==> src/rtl/ex_muldiv_stall_unit_if.sv <==
// Request/result bundle between the ID/EX pipeline register, the EX-stage
// multiply/divide unit and the EX/MEM path.
// master: pipeline side (drives the request, observes stall and result)
// slave : the multiply/divide unit
interface ex_muldiv_stall_unit_if #(
  parameter int XLEN = 32
);
  logic            ID_EX_muldiv;
  logic [2:0]      ID_EX_muldiv_op;
  logic [4:0]      ID_EX_rd;
  logic [XLEN-1:0] EX_rs1_data;
  logic [XLEN-1:0] EX_rs2_data;
  logic            EX_flush;
  logic            EX_stall;
  logic            EX_muldiv_valid;
  logic [XLEN-1:0] EX_muldiv_result;
  logic [4:0]      EX_muldiv_rd;

  modport master (
    output ID_EX_muldiv, ID_EX_muldiv_op, ID_EX_rd, EX_rs1_data, EX_rs2_data, EX_flush,
    input  EX_stall, EX_muldiv_valid, EX_muldiv_result, EX_muldiv_rd
  );

  modport slave (
    input  ID_EX_muldiv, ID_EX_muldiv_op, ID_EX_rd, EX_rs1_data, EX_rs2_data, EX_flush,
    output EX_stall, EX_muldiv_valid, EX_muldiv_result, EX_muldiv_rd
  );
endinterface

==> src/rtl/ex_muldiv_stall_unit.sv <==
// EX-stage iterative RV32M multiply/divide unit.
// Multiplies by radix-2 shift-add and divides by restoring division, one bit
// per cycle on operand magnitudes; signs are re-applied when the result is
// registered. EX_stall freezes ID/EX until the result cycle.
// Optional feature macro: MULDIV_EARLY_OUT_EN (divide-by-zero, signed
// overflow and zero multiply operands finish without iterating).
module ex_muldiv_stall_unit #(
  parameter int XLEN = 32
) (
  input logic                   clk,
  input logic                   reset_n,
  ex_muldiv_stall_unit_if.slave bus
);
  localparam int CNT_W = $clog2(XLEN);

  typedef enum logic [1:0] {IDLE = 2'd0, CALC = 2'd1, DONE = 2'd2} state_t;

  state_t state_q, state_d;

  // Operation context captured when the request is accepted.
  logic [CNT_W-1:0] cnt_q;
  logic [2:0]       op_q;
  logic [4:0]       rd_q;
  logic             neg_q;   // negate product / quotient
  logic             rneg_q;  // negate remainder (dividend sign)

  // Shared datapath: multiply hi_q = partial high word, lo_q = multiplier
  // shifting out / product low word, b_q = multiplicand.
  // Divide hi_q = partial remainder, lo_q = dividend shifting out / quotient
  // shifting in, b_q = divisor.
  logic [XLEN-1:0] hi_q, lo_q, b_q;

  logic            vld_q;
  logic [XLEN-1:0] res_q;
  logic [4:0]      rd_out_q;

  function automatic logic [XLEN-1:0] apply_sign(input logic [XLEN-1:0] mag, input logic neg);
    return neg ? -mag : mag;
  endfunction

  function automatic logic [XLEN-1:0] mul_result(input logic [2*XLEN-1:0] prod_mag,
                                                 input logic neg, input logic [2:0] op);
    logic [2*XLEN-1:0] prod;
    prod = neg ? -prod_mag : prod_mag;
    return (op[1:0] == 2'b00) ? prod[XLEN-1:0] : prod[2*XLEN-1:XLEN];
  endfunction

  function automatic logic [XLEN-1:0] div_result(input logic [XLEN-1:0] quo, input logic [XLEN-1:0] rem,
                                                 input logic qneg, input logic rneg,
                                                 input logic [2:0] op);
    return op[1] ? apply_sign(rem, rneg) : apply_sign(quo, qneg);
  endfunction

  // Request decode: which operands are signed, their magnitudes and sign flags.
  logic signed [XLEN-1:0] a_s, b_s;
  logic [XLEN-1:0]        abs_a, abs_b;
  logic                   a_signed, b_signed, sa, sb, is_div_in, b_zero, start;

  assign a_s       = bus.EX_rs1_data;
  assign b_s       = bus.EX_rs2_data;
  assign is_div_in = bus.ID_EX_muldiv_op[2];
  assign a_signed  = bus.ID_EX_muldiv_op inside {3'b000, 3'b001, 3'b010, 3'b100, 3'b110};
  assign b_signed  = bus.ID_EX_muldiv_op inside {3'b000, 3'b001, 3'b100, 3'b110};
  assign sa        = a_signed & a_s[XLEN-1];
  assign sb        = b_signed & b_s[XLEN-1];
  assign abs_a     = sa ? -a_s : a_s;
  assign abs_b     = sb ? -b_s : b_s;
  assign b_zero    = (bus.EX_rs2_data == '0);
  assign start     = (state_q == IDLE) & bus.ID_EX_muldiv & ~bus.EX_flush;

  // Early completion: detect operations whose result needs no iteration.
  logic            early;
  logic [XLEN-1:0] early_res;
`ifdef MULDIV_EARLY_OUT_EN
  logic div_ovf;
  assign div_ovf = ((bus.ID_EX_muldiv_op == 3'b100) || (bus.ID_EX_muldiv_op == 3'b110)) &&
                   (bus.EX_rs1_data == {1'b1, {(XLEN-1){1'b0}}}) && (&bus.EX_rs2_data);

  always_comb begin
    early     = 1'b0;
    early_res = '0;
    if (is_div_in) begin
      if (b_zero) begin
        early     = 1'b1;
        early_res = bus.ID_EX_muldiv_op[1] ? bus.EX_rs1_data : '1;
      end else if (div_ovf) begin
        early     = 1'b1;
        early_res = bus.ID_EX_muldiv_op[1] ? '0 : bus.EX_rs1_data;
      end
    end else if ((bus.EX_rs1_data == '0) || b_zero) begin
      early     = 1'b1;
      early_res = '0;
    end
  end
`else
  assign early     = 1'b0;
  assign early_res = '0;
`endif

  // One iteration step: shift-add for multiply, restoring subtract for divide.
  logic [XLEN:0]   mul_sum, div_shift, div_diff;
  logic [XLEN-1:0] hi_n, lo_n, final_res;

  always_comb begin
    mul_sum   = {1'b0, hi_q} + (lo_q[0] ? {1'b0, b_q} : '0);
    div_shift = {hi_q, lo_q[XLEN-1]};
    div_diff  = div_shift - {1'b0, b_q};
    if (op_q[2]) begin
      hi_n = div_diff[XLEN] ? div_shift[XLEN-1:0] : div_diff[XLEN-1:0];
      lo_n = {lo_q[XLEN-2:0], ~div_diff[XLEN]};
    end else begin
      hi_n = mul_sum[XLEN:1];
      lo_n = {mul_sum[0], lo_q[XLEN-1:1]};
    end
    final_res = op_q[2] ? div_result(lo_n, hi_n, neg_q, rneg_q, op_q)
                        : mul_result({hi_n, lo_n}, neg_q, op_q);
  end

  // State register.
  always_ff @(posedge clk or negedge reset_n) begin
    if (!reset_n) state_q <= IDLE;
    else          state_q <= state_d;
  end

  // Next-state: flush or a dropped request always returns to IDLE.
  always_comb begin
    state_d = state_q;
    case (state_q)
      IDLE: if (start) state_d = early ? DONE : CALC;
      CALC: begin
        if (bus.EX_flush || !bus.ID_EX_muldiv) state_d = IDLE;
        else if (cnt_q == '0)                  state_d = DONE;
      end
      DONE:    state_d = IDLE;
      default: state_d = IDLE;
    endcase
  end

  // Operand capture, iteration and result registration.
  always_ff @(posedge clk or negedge reset_n) begin
    if (!reset_n) begin
      cnt_q    <= '0;
      op_q     <= '0;
      rd_q     <= '0;
      neg_q    <= 1'b0;
      rneg_q   <= 1'b0;
      hi_q     <= '0;
      lo_q     <= '0;
      b_q      <= '0;
      vld_q    <= 1'b0;
      res_q    <= '0;
      rd_out_q <= '0;
    end else begin
      vld_q <= 1'b0;
      case (state_q)
        IDLE: begin
          if (start) begin
            op_q   <= bus.ID_EX_muldiv_op;
            rd_q   <= bus.ID_EX_rd;
            neg_q  <= is_div_in ? ((sa ^ sb) & ~b_zero) : (sa ^ sb);
            rneg_q <= sa;
            cnt_q  <= CNT_W'(XLEN - 1);
            hi_q   <= '0;
            lo_q   <= is_div_in ? abs_a : abs_b;
            b_q    <= is_div_in ? abs_b : abs_a;
            if (early) begin
              vld_q    <= 1'b1;
              res_q    <= early_res;
              rd_out_q <= bus.ID_EX_rd;
            end
          end
        end
        CALC: begin
          if (bus.ID_EX_muldiv && !bus.EX_flush) begin
            hi_q  <= hi_n;
            lo_q  <= lo_n;
            cnt_q <= cnt_q - CNT_W'(1);
            if (cnt_q == '0) begin
              vld_q    <= 1'b1;
              res_q    <= final_res;
              rd_out_q <= rd_q;
            end
          end
        end
        default: ;
      endcase
    end
  end

  assign bus.EX_stall         = bus.ID_EX_muldiv & (state_q != DONE) & ~bus.EX_flush;
  assign bus.EX_muldiv_valid  = vld_q & ~bus.EX_flush;
  assign bus.EX_muldiv_result = res_q;
  assign bus.EX_muldiv_rd     = rd_out_q;
endmodule

==> src/flat_wrapper.sv <==
// flat-port wrapper written by rule: the top's interface ports become plain ports
module ex_muldiv_stall_unit_flat 
#(
  parameter int XLEN = 32
)
  (clk, reset_n, bus_ID_EX_muldiv, bus_ID_EX_muldiv_op, bus_ID_EX_rd, bus_EX_rs1_data, bus_EX_rs2_data, bus_EX_flush, bus_EX_stall, bus_EX_muldiv_valid, bus_EX_muldiv_result, bus_EX_muldiv_rd);
  ex_muldiv_stall_unit_if #(.XLEN(XLEN)) bus_i ();
  input logic clk;
  input logic reset_n;
  input wire logic [$bits(bus_i.ID_EX_muldiv)-1:0] bus_ID_EX_muldiv;
  input wire logic [$bits(bus_i.ID_EX_muldiv_op)-1:0] bus_ID_EX_muldiv_op;
  input wire logic [$bits(bus_i.ID_EX_rd)-1:0] bus_ID_EX_rd;
  input wire logic [$bits(bus_i.EX_rs1_data)-1:0] bus_EX_rs1_data;
  input wire logic [$bits(bus_i.EX_rs2_data)-1:0] bus_EX_rs2_data;
  input wire logic [$bits(bus_i.EX_flush)-1:0] bus_EX_flush;
  output wire logic [$bits(bus_i.EX_stall)-1:0] bus_EX_stall;
  output wire logic [$bits(bus_i.EX_muldiv_valid)-1:0] bus_EX_muldiv_valid;
  output wire logic [$bits(bus_i.EX_muldiv_result)-1:0] bus_EX_muldiv_result;
  output wire logic [$bits(bus_i.EX_muldiv_rd)-1:0] bus_EX_muldiv_rd;
  assign bus_i.ID_EX_muldiv = bus_ID_EX_muldiv;
  assign bus_i.ID_EX_muldiv_op = bus_ID_EX_muldiv_op;
  assign bus_i.ID_EX_rd = bus_ID_EX_rd;
  assign bus_i.EX_rs1_data = bus_EX_rs1_data;
  assign bus_i.EX_rs2_data = bus_EX_rs2_data;
  assign bus_i.EX_flush = bus_EX_flush;
  assign bus_EX_stall = bus_i.EX_stall;
  assign bus_EX_muldiv_valid = bus_i.EX_muldiv_valid;
  assign bus_EX_muldiv_result = bus_i.EX_muldiv_result;
  assign bus_EX_muldiv_rd = bus_i.EX_muldiv_rd;
  ex_muldiv_stall_unit #(.XLEN(XLEN)) u_core (.clk(clk), .reset_n(reset_n), .bus(bus_i));
endmodule
==> config.mk <==
export PLATFORM = sky130hd
export DESIGN_NAME = ex_muldiv_stall_unit_flat
export DESIGN_NICKNAME = d
export VERILOG_FILES = /design/src/rtl/ex_muldiv_stall_unit_if.sv /design/src/rtl/ex_muldiv_stall_unit.sv /design/src/flat_wrapper.sv
export SDC_FILE = /design/constraint.sdc
export NUM_CORES = 1
export LEC_CHECK = 0
export ABC_AREA = 1
export CAP_MARGIN = 40
export CELL_PAD_IN_SITES_DETAIL_PLACEMENT = 1
export CELL_PAD_IN_SITES_GLOBAL_PLACEMENT = 1
export CORE_ASPECT_RATIO = 0.7
export CORE_UTILIZATION = 35
export DETAILED_ROUTE_END_ITERATION = 16
export PLACE_DENSITY_LB_ADDON = 0.05
export SLEW_MARGIN = 20
export SYNTH_ARGS = -nofsm -noshare
export SYNTH_HDL_FRONTEND = slang
export SYNTH_SLANG_ARGS = --single-unit
==> constraint.sdc <==
create_clock -name clk -period 5.7 [get_ports clk]
set_input_delay 0.855 -clock clk [delete_from_list [all_inputs] [get_ports clk]]
set_output_delay 0.855 -clock clk [all_outputs]
set_load 0.01 [all_outputs]
==> results of run 1 <==
synth_stat cells (2+ instances only):
| master | count |
|---|---|
| nand2_1 | 960 |
| inv_1 | 384 |
| nor2_1 | 265 |
| nand3_1 | 197 |
| o21ai_0 | 182 |
| a21oi_1 | 162 |
| dfrtp_1 | 151 |
| ha_1 | 70 |
| xor2_1 | 68 |
| clkbuf_1 | 65 |
| xnor2_1 | 45 |
| a22oi_1 | 36 |
| o211ai_1 | 32 |
| o221ai_1 | 29 |
| nor3_1 | 28 |
| nand4_1 | 26 |
| nand2_2 | 24 |
| nand3b_1 | 20 |
| buf_2 | 18 |
| o22ai_1 | 18 |
| o21ai_1 | 15 |
| nor2_2 | 14 |
| nor4_1 | 14 |
| o21bai_1 | 14 |
| or2_2 | 14 |
| buf_1 | 12 |
| inv_2 | 8 |
| o21a_1 | 7 |
| a31oi_1 | 6 |
| a21o_1 | 5 |
| clkinv_1 | 5 |
| nand2_4 | 5 |
| a21oi_2 | 4 |
| nand3_2 | 4 |
| and2_1 | 3 |
| buf_4 | 3 |
| buf_6 | 3 |
| o21ai_2 | 3 |
| a21boi_0 | 2 |
| a2bb2oi_1 | 2 |
| fa_1 | 2 |
| nor2_4 | 2 |
| nor3_2 | 2 |
| o41ai_1 | 2 |
through the flow:
stage          instances  hold slack [ns]
3_3_place_gp        3646            0.456
4_1_cts             3686            0.459
2_1_floorplan       2943            0.442
6_report            3692            0.229
5_1_grt             3691            0.227
3_5_place_dp        3654            0.458
final cells by class:
type | instances | area share [%]
multi-input cells | 2293 | 58.5
repair buffers | 163 | 7.93
diodes | 1 | 0.0125
clock buffers | 18 | 2.20
inverters | 397 | 7.46
well taps | 655 | 4.10
flip-flops and latches | 151 | 18.9
clock inverters | 14 | 0.889
registers in the layout, indices dropped and copies added, names as in the netlist:
| register | count |
|---|---|
| u_core.hi_q | 32 |
| u_core.vld_q | 1 |
| u_core.op_q | 3 |
| u_core.neg_q | 1 |
| u_core.bus.EX_muldiv_rd | 5 |
| u_core.state_q | 2 |
| u_core.b_q | 32 |
| u_core.rd_q | 5 |
| u_core.cnt_q | 5 |
| u_core.bus.EX_muldiv_result | 32 |
| u_core.lo_q | 32 |
| u_core.rneg_q | 1 |
cells by family after synthesis:
kind of cell | Yosys count | synth area share, %
adder cells (fa/ha/maj) | 72 | 5.27
XOR/XNOR | 113 | 5.69
AO/OA/AOI/OAI | 524 | 17.7
flip-flops | 151 | 21.7
AND/OR/NAND/NOR | 1584 | 38.5
buffers and inverters | 499 | 11.2
final timing paths:
kind	from	endpoint	slack, ns	cells past startpoint
max reg2reg	u_core.lo_q[31]	u_core.bus.EX_muldiv_result[12]	0.51	36
min in group clk	u_core.bus.EX_muldiv_rd[2]	u_core.bus.EX_muldiv_rd[2]	0.48	2
max	u_core.lo_q[31]	u_core.bus.EX_muldiv_result[12]	0.51	36
min	reset_n	u_core.hi_q[25]	0.23	1
max in group asynchronous	reset_n	u_core.neg_q	4.59	2
min reg2reg	u_core.bus.EX_muldiv_rd[2]	u_core.bus.EX_muldiv_rd[2]	0.48	2
placed cells by master (no fill, tap or decap), drive strengths merged, types with 2 or more instances in the layout:
| cell | count |
|---|---|
| xnor2 | 45 |
| a21boi | 2 |
| xor2 | 68 |
| fa | 2 |
| nand3b | 20 |
| o21bai | 15 |
| buf | 50 |
| clkinv | 6 |
| clkbuf | 18 |
| nand4 | 27 |
| clkdlybuf4s50 | 113 |
| inv | 403 |
| o22ai | 18 |
| nor2 | 281 |
| or2 | 15 |
| o41ai | 2 |
| and2 | 3 |
| nor3 | 31 |
| nand2 | 989 |
| dfrtp | 151 |
| bufinv | 2 |
| a21o | 5 |
| o221ai | 29 |
| nor4 | 15 |
| a21oi | 167 |
| o21a | 7 |
| ha | 70 |
| o21ai | 201 |
| o211ai | 32 |
| a22oi | 36 |
| nand3 | 202 |
| a2bb2oi | 2 |
| a31oi | 6 |
critical path: cells and delay by family (launching register included):
family | cells | cell delay [ns]
buffers and inverters | 2 | 0.22
and+or+nand+nor | 29 | 3.10
AOI/OAI and AO/OA | 2 | 0.50
DFF | 1 | 0.38
adders and majority gates | 3 | 0.86
report_power, final:
group	leakage, nW	internal [W]	switching (W)	total, W
Sequential	1.90	0.00122	0.000146	0.00136
Combinational	8.05	0.00138	0.00359	0.00497
Clock	0.306	0.000681	0.000618	0.00130
routing by layer:
| metal | part of all wire, % | routed length [µm] |
|---|---|---|
| met5 | 0.015 | 13 |
| met4 | 1.8 | 1620 |
| met3 | 8.8 | 7720 |
| met2 | 41 | 36400 |
| met1 | 48 | 42200 |
==> results.txt, run 1 <==
----------------------------------------------------
[Setup path]
  Worst-path cell with the longest stage delay ... fa_1
  Most Frequent Cell on Critical Path ... nand2_1
  Biggest cell delay along the critical path ... roughly 0.44 ns
  Critical Path AT ... 5.55 ns
  Crit-path max FO ... 11
  Crit path capture type ... flop
  Type of origin of the critical path ... flop
  Worst Setup Path Type ... flop to flop
  Data required, critical path ... around 6 ns

[STA]
  Setup violators final ... 0
  Minimum clock period ... between 5 and 6 ns
  Max Clk Rate ... around 190 MHz
  Worst Slack Setup Final ... a little over 0.5 ns
  Period utilization ... between 90 and 100%
  Worst slew margin relative to its limit ... 35.7%
  Number of pins with negative max-slew slack in the final report ... 0
  Slew @ Worst Pin ... between 0.9 and 1 ns
  Worst Clk Skew ... around 0.017 ns
  Final hold violations ... 0
  Sum of negative setup slack ... 0 ns
  Setup repair after global routing missed its margin ... no

[Clocking]
  H-tree levels ... 4
  Worst-skew pair later-pin latency ... 0.48 ns
  Root Buffer ... clkbuf_16
  TritonCTS Buffers ... 17
  Clock transition at the registers of the reported paths ... 0.08 ns
  Hold-fix buffer count after cts ... 0
  Buffer depth of the longest clock path ... 2
  TritonCTS clock tree ... yes
  Num Clock Sinks ... 151
  Gates resized, CTS repair ... 0
  Number of post-CTS setup repair buffers ... 0

[Power and ir drop]
  Power density over the cells ... roughly 380 nW/µm²
  Final Total Pwr ... around 0.0076 W
  Maximum VDD drop ... approximately 0.19 mV
  Lkg Pwr ... about 10 nW

[Layout]
  Final core utilization ... a little over 40%
  Final net count ... roughly 3.2k
  Layout cell share with drive strength beyond 1 ... ~5.8%
  Area growth from synthesis to layout ... 14.9%
  Flip-flop and latch area ... around 3800 µm²
  Multi-input combinational cell area ... 11700 µm²
  Layout filler cell count ... approximately 6.6k
  Post-layout instance area ... 20000 µm²

[Detailed routing]
  Wirelength, routed ... 88000 µm
  Post-DR wirelength/cell ... 23.8 µm
  First-pass detailed-route iteration total ... 6
  Number of violations reported at the end of detailed-routing iteration 0 ... around 2.2k
  Post-detailed-route DRC marker count ... 0
  Via count normalized by instance count ... approximately 5.6
  Antenna Violating Nets Remaining ... 0
  Number of vias in the routed layout ... 20.8k

[Global route]
  Vias in the first global route ... 20.5k
  Pin count of the biggest net entering global routing ... 82
  Most used routing layer in global routing ... met2
  Met1 Resource Use GR ... about 52%
  GRT Residual Overflow ... 0
  Global-route wire length before repair ... approximately 130000 µm
  Met3 usage ... roughly 8.6%
  Met2 track utilization from global routing ... about half
  GRT Util Overall ... 35.2%
  Antenna violations before repair ... 10

[Yosys]
  Post-synthesis sequential area ratio ... about 22%
  Count of mapped cells out of synthesis ... 2943
  Number of warnings issued by yosys ... 0
  Syn Std Cell Area ... roughly 17000 µm²
  Cell taking the most area after synthesis ... dfrtp_1
  Number of synthesized register bits ... about 150
  Count of different cell masters after synthesis ... 56
  Ys flop type ... dfrtp_1
  Proportion of register bits with asynchronous set or reset after synthesis ... 100%
  Number of flops mapped to enable cells by yosys ... 0
  Cells taking the most area after synthesis ... dfrtp_1 (22%), nand2_1 (21%), inv_1 (8.3%)
  Area share of the leading cell type in the synthesized netlist ... roughly 22%
  Mapped Avg Cell Area ... approximately 6 µm²
  Post-Syn Nets ... a little over 3k

[Placement]
  DP HPWL ... between 70000 and 80000 µm
  Final weighted congestion in routability-driven placement ... 1.02
  Total cell area at the placement stage ... just under 20000 µm²
  Setup slack at placement ... 0.658 ns
  Count of port buffers added during placement ... between 100 and 150

[Job]
  Max-cap check violation count ... 0

[Floorplan]
  Total I/O pin count ... ~120
  Total number of placement rows ... between 60 and 70
  Die Y ... between 150 and 200 µm
  Die span in x ... approximately 270 µm
  Initial core utilization ... between 30% and 40%
  Die Outline Area ... between 50000 and 60000 µm²
  Core Area ... around 48000 µm²

[Run status]
  Outcome ... completed

[Min path]
  Hold/Removal Path Class ... input pin to asynchronous set/reset pin

----------------------------------------------------
Power figures use the tool's default switching activity.
==> inputs of run 2 (changes only) <==
- CORE_ASPECT_RATIO: 0.7 -> 0.9
- TNS_END_PERCENT: not set -> 100
==> run 2 against run 1 <==
Net effect: non-clock buffer count decreased by 3; setup slack improved by 0.061 ns; critical path depth decreased by 2; first-iteration DRC count decreased by 29%; final area decreased by 0.39%; utilization decreased by 0.65 points; clock power decreased by 5%; sequential power about the same; critical endpoint unchanged; largest cell class unchanged.
==> results.txt, run 2 (synthesized netlist as in run 1, its figures left out) <==
----------------------------------------------------
[STA]
  Worst slew margin relative to its limit ... 37.9% (+2.2 points)
  Max Clk Rate ... 195 MHz (+1.2%)
  Number of pins with negative max-slew slack in the final report ... 0 (unchanged)
  Worst Clk Skew ... 0.0167 ns (-0.000475 ns)
  Final hold violations ... 0 (unchanged)
  Setup violators final ... 0 (unchanged)
  Setup repair after global routing missed its margin ... no
  Slew @ Worst Pin ... 0.922 ns (-0.0431 ns)
  Worst Slack Setup Final ... 0.575 ns (+0.0612 ns)
  Sum of negative setup slack ... 0 ns (unchanged)
  Period utilization ... 89.9% (-1.1 points)
  Minimum clock period ... 5.13 ns (-0.0612 ns)

[Detailed routing]
  Post-DR wirelength/cell ... 22.9 µm (-3.9%)
  First-pass detailed-route iteration total ... 5 (-1)
  Antenna Violating Nets Remaining ... 0 (unchanged)
  Via count normalized by instance count ... 5.54 (-1.6%)
  Number of vias in the routed layout ... 20.3k (-2.3%)
  Post-detailed-route DRC marker count ... 0 (unchanged)
  Wirelength, routed ... 83900 µm (-4.6%)
  Number of violations reported at the end of detailed-routing iteration 0 ... 1566 (-29%)

[Placement]
  Total cell area at the placement stage ... 19200 µm² (-0.24%)
  Final weighted congestion in routability-driven placement ... 1.01 (-0.64%)
  Setup slack at placement ... 0.733 ns (+0.0756 ns)
  DP HPWL ... 68200 µm (-4.1%)
  Count of port buffers added during placement ... 114 (unchanged)

[Layout]
  Post-layout instance area ... 19900 µm² (-0.39%)
  Final net count ... 3168 (-0.095%)
  Layout filler cell count ... 6662 (+1.0%)
  Commonest cells after routing, fill and taps aside ... nand2_1 (960), inv_1 (383), nor2_1 (262)
  Flip-flop and latch area ... 3780 µm² (unchanged)
  Layout cell share with drive strength beyond 1 ... 5.74% (-0.093 points)
  Most common cell after layout, fill and taps aside ... nand2_1
  Area growth from synthesis to layout ... 14.5%
  Multi-input combinational cell area ... 11700 µm² (unchanged)

[Clocking]
  TritonCTS clock tree ... yes
  Number of post-CTS setup repair buffers ... 0 (unchanged)
  Root Buffer ... clkbuf_16
  Clock transition at the registers of the reported paths ... 0.08 ns (about the same)
  TritonCTS Buffers ... 17 (unchanged)
  Buffer depth of the longest clock path ... 2 (unchanged)
  Gates resized, CTS repair ... 0 (unchanged)
  Num Clock Sinks ... 151 (unchanged)
  Hold-fix buffer count after cts ... 0 (unchanged)
  Worst-skew pair later-pin latency ... 0.48 ns (about the same)
  H-tree levels ... 4 (unchanged)

[Setup path]
  Crit path capture type ... flop
  Biggest cell delay along the critical path ... 0.44 ns (about the same)
  Worst-path cell with the longest stage delay ... fa_1
  Data required, critical path ... 6.12 ns (+0.05 ns)
  Critical Path AT ... 5.55 ns (about the same)
  Crit-path max FO ... 4 (-7)
  Most Frequent Cell on Critical Path ... nand2_1
  Type of origin of the critical path ... flop
  Worst Setup Path Type ... flop to flop

[Global route]
  Global-route wire length before repair ... 126000 µm (-4.2%)
  GRT Util Overall ... 33.5% (-1.6 points)
  GRT Residual Overflow ... 0 (unchanged)
  Pin count of the biggest net entering global routing ... 73 (-11%)
  Vias in the first global route ... 20.3k (-1.0%)
  Antenna violations before repair ... 4 (-6)

[Floorplan]
  Die Y ... 213 µm (+13%)
  Total I/O pin count ... 115 (unchanged)
  Core Area ... 49000 µm² (+1.2%)
  Initial core utilization ... 35.5% (-0.43 points)
  Die span in x ... 237 µm (-12%)
  Total number of placement rows ... 77 (+15%)
  Die Outline Area ... 50600 µm² (about the same)

[Run status]
  Outcome ... completed

[Power and ir drop]
  Maximum VDD drop ... 0.231 mV (+21%)
  Lkg Pwr ... 10.2 nW (-0.29%)
  Power density over the cells ... 375 nW/µm² (-1.7%)

[Min path]
  Hold/Removal Path Class ... input pin to asynchronous set/reset pin

[Job]
  Max-cap check violation count ... 0 (unchanged)

----------------------------------------------------
run 2: path summary, 6_finish.rpt:
path / startpoint / end / slack [ns] / cells after the start
max in group asynchronous: reset_n / u_core.bus.EX_muldiv_rd[3] / 4.34 / 2
max reg2reg: u_core.b_q[0] / u_core.bus.EX_muldiv_result[12] / 0.57 / 34
max: u_core.b_q[0] / u_core.bus.EX_muldiv_result[12] / 0.57 / 34
min in group clk: u_core.bus.EX_muldiv_rd[2] / u_core.bus.EX_muldiv_rd[2] / 0.47 / 2
min: reset_n / u_core.b_q[31] / 0.37 / 1
min reg2reg: u_core.bus.EX_muldiv_rd[2] / u_core.bus.EX_muldiv_rd[2] / 0.47 / 2
run 2: per-stage QoR:
stage | utilization (%) | std cells | hold WS (ns) | power, W
5_1_grt | 40.6 | 3665 | 0.429 | 0.00802
2_1_floorplan | - | 2943 | 0.442 | 0.00442
4_1_cts | 40.5 | 3661 | 0.418 | 0.00741
3_3_place_gp | 39.1 | 3627 | 0.456 | 0.00606
3_5_place_dp | 39.2 | 3629 | 0.457 | 0.00615
6_report | 40.6 | 3667 | 0.373 | 0.00747
run 2: cell type report:
type	instances	share of cell area [%]
repair buffers	160	7.75
flip-flops and latches	151	19.0
inverters	397	7.48
clock inverters	14	0.848
diodes	2	0.0251
multi-input cells	2293	58.7
well taps	632	3.97
clock buffers	18	2.21
run 2: critical path, delay by kind of cell (launching register included):
kind / cells / cell delay, ns
simple gates: 27 / 2.75
compound gates: 3 / 0.91
buf+inv: 1 / 0.12
fa+ha+maj: 3 / 0.88
flops: 1 / 0.40
run 2: layer usage:
metal / track usage [%] / vias to the layer above / routed length (µm)
met4: 10.1 / 2 / 2260
li1: - / 9658 / -
met1: 44.3 / 9938 / 37600
met5: 0 / - / 11
met3: 7.27 / 100 / 5710
met2: 54.9 / 609 / 38400
run 2: power by group:
group          switching (W)  total (W)  leakage (nW)  internal, W
sequential          0.000144    0.00136          1.90      0.00122
clock               0.000596    0.00124         0.300     0.000641
combinational        0.00350    0.00487          8.03      0.00138
total                0.00424    0.00747          10.2      0.00323
==> inputs of run 3 (changes only) <==
- PLACE_DENSITY_LB_ADDON: 0.05 -> 0.08
==> run 3 against run 2 <==
Net effect: hold slack worse by 0.018 ns; routed wire length up 0.95%; die area unchanged; power is 0.80% higher; largest cell class unchanged; highest routed layer unchanged.
==> results.txt, run 3 (synthesized netlist as in run 1, its figures left out) <==
----------------------------------------------------
[Run status]
  Outcome ... completed

[Clocking]
  TritonCTS clock tree ... yes
  Worst-skew pair later-pin latency ... 0.50 ns (+0.02 ns)
  Number of post-CTS setup repair buffers ... 0 (unchanged)
  Clock transition at the registers of the reported paths ... 0.08 ns (about the same)
  H-tree levels ... 4 (unchanged)
  TritonCTS Buffers ... 17 (unchanged)
  Buffer depth of the longest clock path ... 2 (unchanged)
  Hold-fix buffer count after cts ... 0 (unchanged)
  Gates resized, CTS repair ... 0 (unchanged)
  Root Buffer ... clkbuf_16
  Num Clock Sinks ... 151 (unchanged)

[Job]
  Max-cap check violation count ... 0 (unchanged)

[STA]
  Final hold violations ... 0 (unchanged)
  Slew @ Worst Pin ... 0.867 ns (-0.0553 ns)
  Worst Clk Skew ... 0.0110 ns (-0.00573 ns)
  Number of pins with negative max-slew slack in the final report ... 0 (unchanged)
  Minimum clock period ... 5.02 ns (-0.104 ns)
  Worst slew margin relative to its limit ... 41.8% (+3.9 points)
  Sum of negative setup slack ... 0 ns (unchanged)
  Setup violators final ... 0 (unchanged)
  Setup repair after global routing missed its margin ... no
  Period utilization ... 88.1% (-1.8 points)
  Max Clk Rate ... 199 MHz (+2.1%)

[Setup path]
  Critical Path AT ... 5.40 ns (-0.15 ns)
  Worst Setup Path Type ... flop to flop
  Most Frequent Cell on Critical Path ... nand2_1
  Crit path capture type ... flop
  Type of origin of the critical path ... flop
  End of the worst register-to-register path ... u_core.bus.EX_muldiv_result[18]
  Crit-path max FO ... 7 (+3)
  Worst-path cell with the longest stage delay ... ha_1
  Setup slack, reg-to-reg ... 0.68 ns (+0.10 ns)
  Data required, critical path ... 6.08 ns (-0.04 ns)
  Biggest cell delay along the critical path ... 0.41 ns (-0.03 ns)
  Cell count of the worst reg-to-reg path ... 31 (-8.8%)
  Reg-to-reg critical path startpoint ... u_core.b_q[19]

[Floorplan]
  Total I/O pin count ... 115 (unchanged)
  Die Outline Area ... 50600 µm² (unchanged)
  Initial core utilization ... 35.5% (unchanged)
  Core Area ... 49000 µm² (unchanged)
  Total number of placement rows ... 77 (unchanged)
  Die span in x ... 237 µm (unchanged)
  Die Y ... 213 µm (unchanged)

[Global route]
  GRT Util Overall ... 33.7% (+0.19 points)
  Antenna violations before repair ... 4 (unchanged)
  Vias in the first global route ... 20.8k (+2.3%)
  GRT Residual Overflow ... 0 (unchanged)
  Pin count of the biggest net entering global routing ... 85 (+16%)
  Global-route wire length before repair ... 127000 µm (+0.56%)

[Placement]
  Placed Cells ... 3627 (-0.055%)
  Total cell area at the placement stage ... 19200 µm² (about the same)
  DP HPWL ... 68300 µm (about the same)
  Final weighted congestion in routability-driven placement ... 1.03 (+2.1%)
  Count of port buffers added during placement ... 114 (unchanged)

[Detailed routing]
  Wirelength, routed ... 84700 µm (+0.95%)
  Number of vias in the routed layout ... 20.5k (+1.0%)
  Post-detailed-route DRC marker count ... 0 (unchanged)
  Number of violations reported at the end of detailed-routing iteration 0 ... 1638 (+4.6%)
  Antenna Violating Nets Remaining ... 0 (unchanged)
  Post-DR wirelength/cell ... 23.1 µm (+1.0%)
  First-pass detailed-route iteration total ... 6 (+1)
  Via count normalized by instance count ... 5.60 (+1.1%)

[Power and ir drop]
  Power density over the cells ... 378 nW/µm² (+0.85%)
  Lkg Pwr ... 10.2 nW (about the same)
  Maximum VDD drop ... 0.307 mV (+33%)
  Internal power contribution ... 0.00323 W (-0.24%)
  Logic pwr share ... 64.8% (-0.4 points)
  Flop pwr share ... 18.2% (about the same)
  Switching power ... 0.00431 W (+1.6%)
  Sw Ratio ... 57.2% (+0.45 points)
  Clock share of power ... 17.0% (+0.5 points)

[Layout]
  Commonest cells after routing, fill and taps aside ... nand2_1 (960), inv_1 (383), nor2_1 (262)
  Final net count ... 3166 (-0.063%)
  Most common cell after layout, fill and taps aside ... nand2_1
  Area growth from synthesis to layout ... 14.4% (about the same)
  Post-layout instance area ... 19900 µm² (about the same)
  Layout cell share with drive strength beyond 1 ... 5.67% (-0.062 points)
  Number of cells in the finished layout apart from fillers ... 3664 (-0.082%)

[Min path]
  Hold/Removal Path Class ... input pin to asynchronous set/reset pin

----------------------------------------------------
run 3: cell types whose count changed in the layout (fill, tap and decap cells not counted), sizes merged:
cell and change:
inv -1, buf -2, clkinv +2, clkbuf -1, diode -1
run 3: stage by stage:
| stage | util [%] | setup slack [ns] | power (W) | hold WS (ns) |
|---|---|---|---|---|
| 2_1_floorplan | - | 1.56 | 0.00442 | 0.442 |
| 3_3_place_gp | 39.1 | 0.911 | 0.00606 | 0.455 |
| 5_1_grt | 40.6 | 0.153 | 0.00805 | 0.403 |
| 3_5_place_dp | 39.2 | 0.795 | 0.00615 | 0.459 |
| 4_1_cts | 40.5 | 0.751 | 0.00746 | 0.387 |
| 6_report | 40.6 | 0.679 | 0.00753 | 0.355 |
run 3: per-layer routing:
metal  share of wire [%]  up-vias  track usage [%]  wire (µm)
met2                  44      671             54.1      37500
li1                    -     9652                -          -
met1                  44    10000             43.4      37700
met3                 7.4      147             8.61       6280
met5               0.040        -                0         34
met4                 3.9        4             13.3       3270
run 3: worst max path at each step:
stage | from | to | slack [ns] | depth (start not counted)
6_report | u_core.b_q[19] | u_core.bus.EX_muldiv_result[18] | 0.68 | 31
3_3_place_gp | u_core.b_q[27] | u_core.bus.EX_muldiv_result[30] | 0.91 | 31
5_1_grt | u_core.lo_q[31] | u_core.bus.EX_muldiv_result[26] | 0.15 | 34
3_5_place_dp | u_core.lo_q[31] | u_core.bus.EX_muldiv_result[26] | 0.79 | 34
2_1_floorplan | u_core.b_q[0] | u_core.bus.EX_muldiv_result[26] | 1.56 | 34
4_1_cts | u_core.lo_q[31] | u_core.bus.EX_muldiv_result[26] | 0.75 | 34
run 3: critical path, delay by kind of cell, from the launching register on:
family | cells | cell delay (ns)
compound gates | 2 | 0.71
fa+ha+maj | 2 | 0.59
buf+inv | 2 | 0.16
flops | 1 | 0.39
simple gates | 25 | 3.06
run 3: final cells by class:
type | count | area (µm²)
Antenna cell | 1 | 2.50
Clock buffer | 17 | 425
Clock inverter | 15 | 200
Fill cell | 6659 | 29100
Inverter | 397 | 1490
Multi-Input combinational cell | 2293 | 11700
Sequential cell | 151 | 3780
Tap cell | 632 | 791
Timing Repair Buffer | 158 | 1520
run 3: power groups by stage:
stage          clock network, W  registers (W)  logic (W)
2_1_floorplan                 0        0.00132    0.00311
3_3_place_gp                  0        0.00139    0.00466
3_5_place_dp                  0        0.00139    0.00476
4_1_cts                 0.00130        0.00137    0.00479
5_1_grt                 0.00133        0.00139    0.00533
6_report                0.00128        0.00137    0.00488
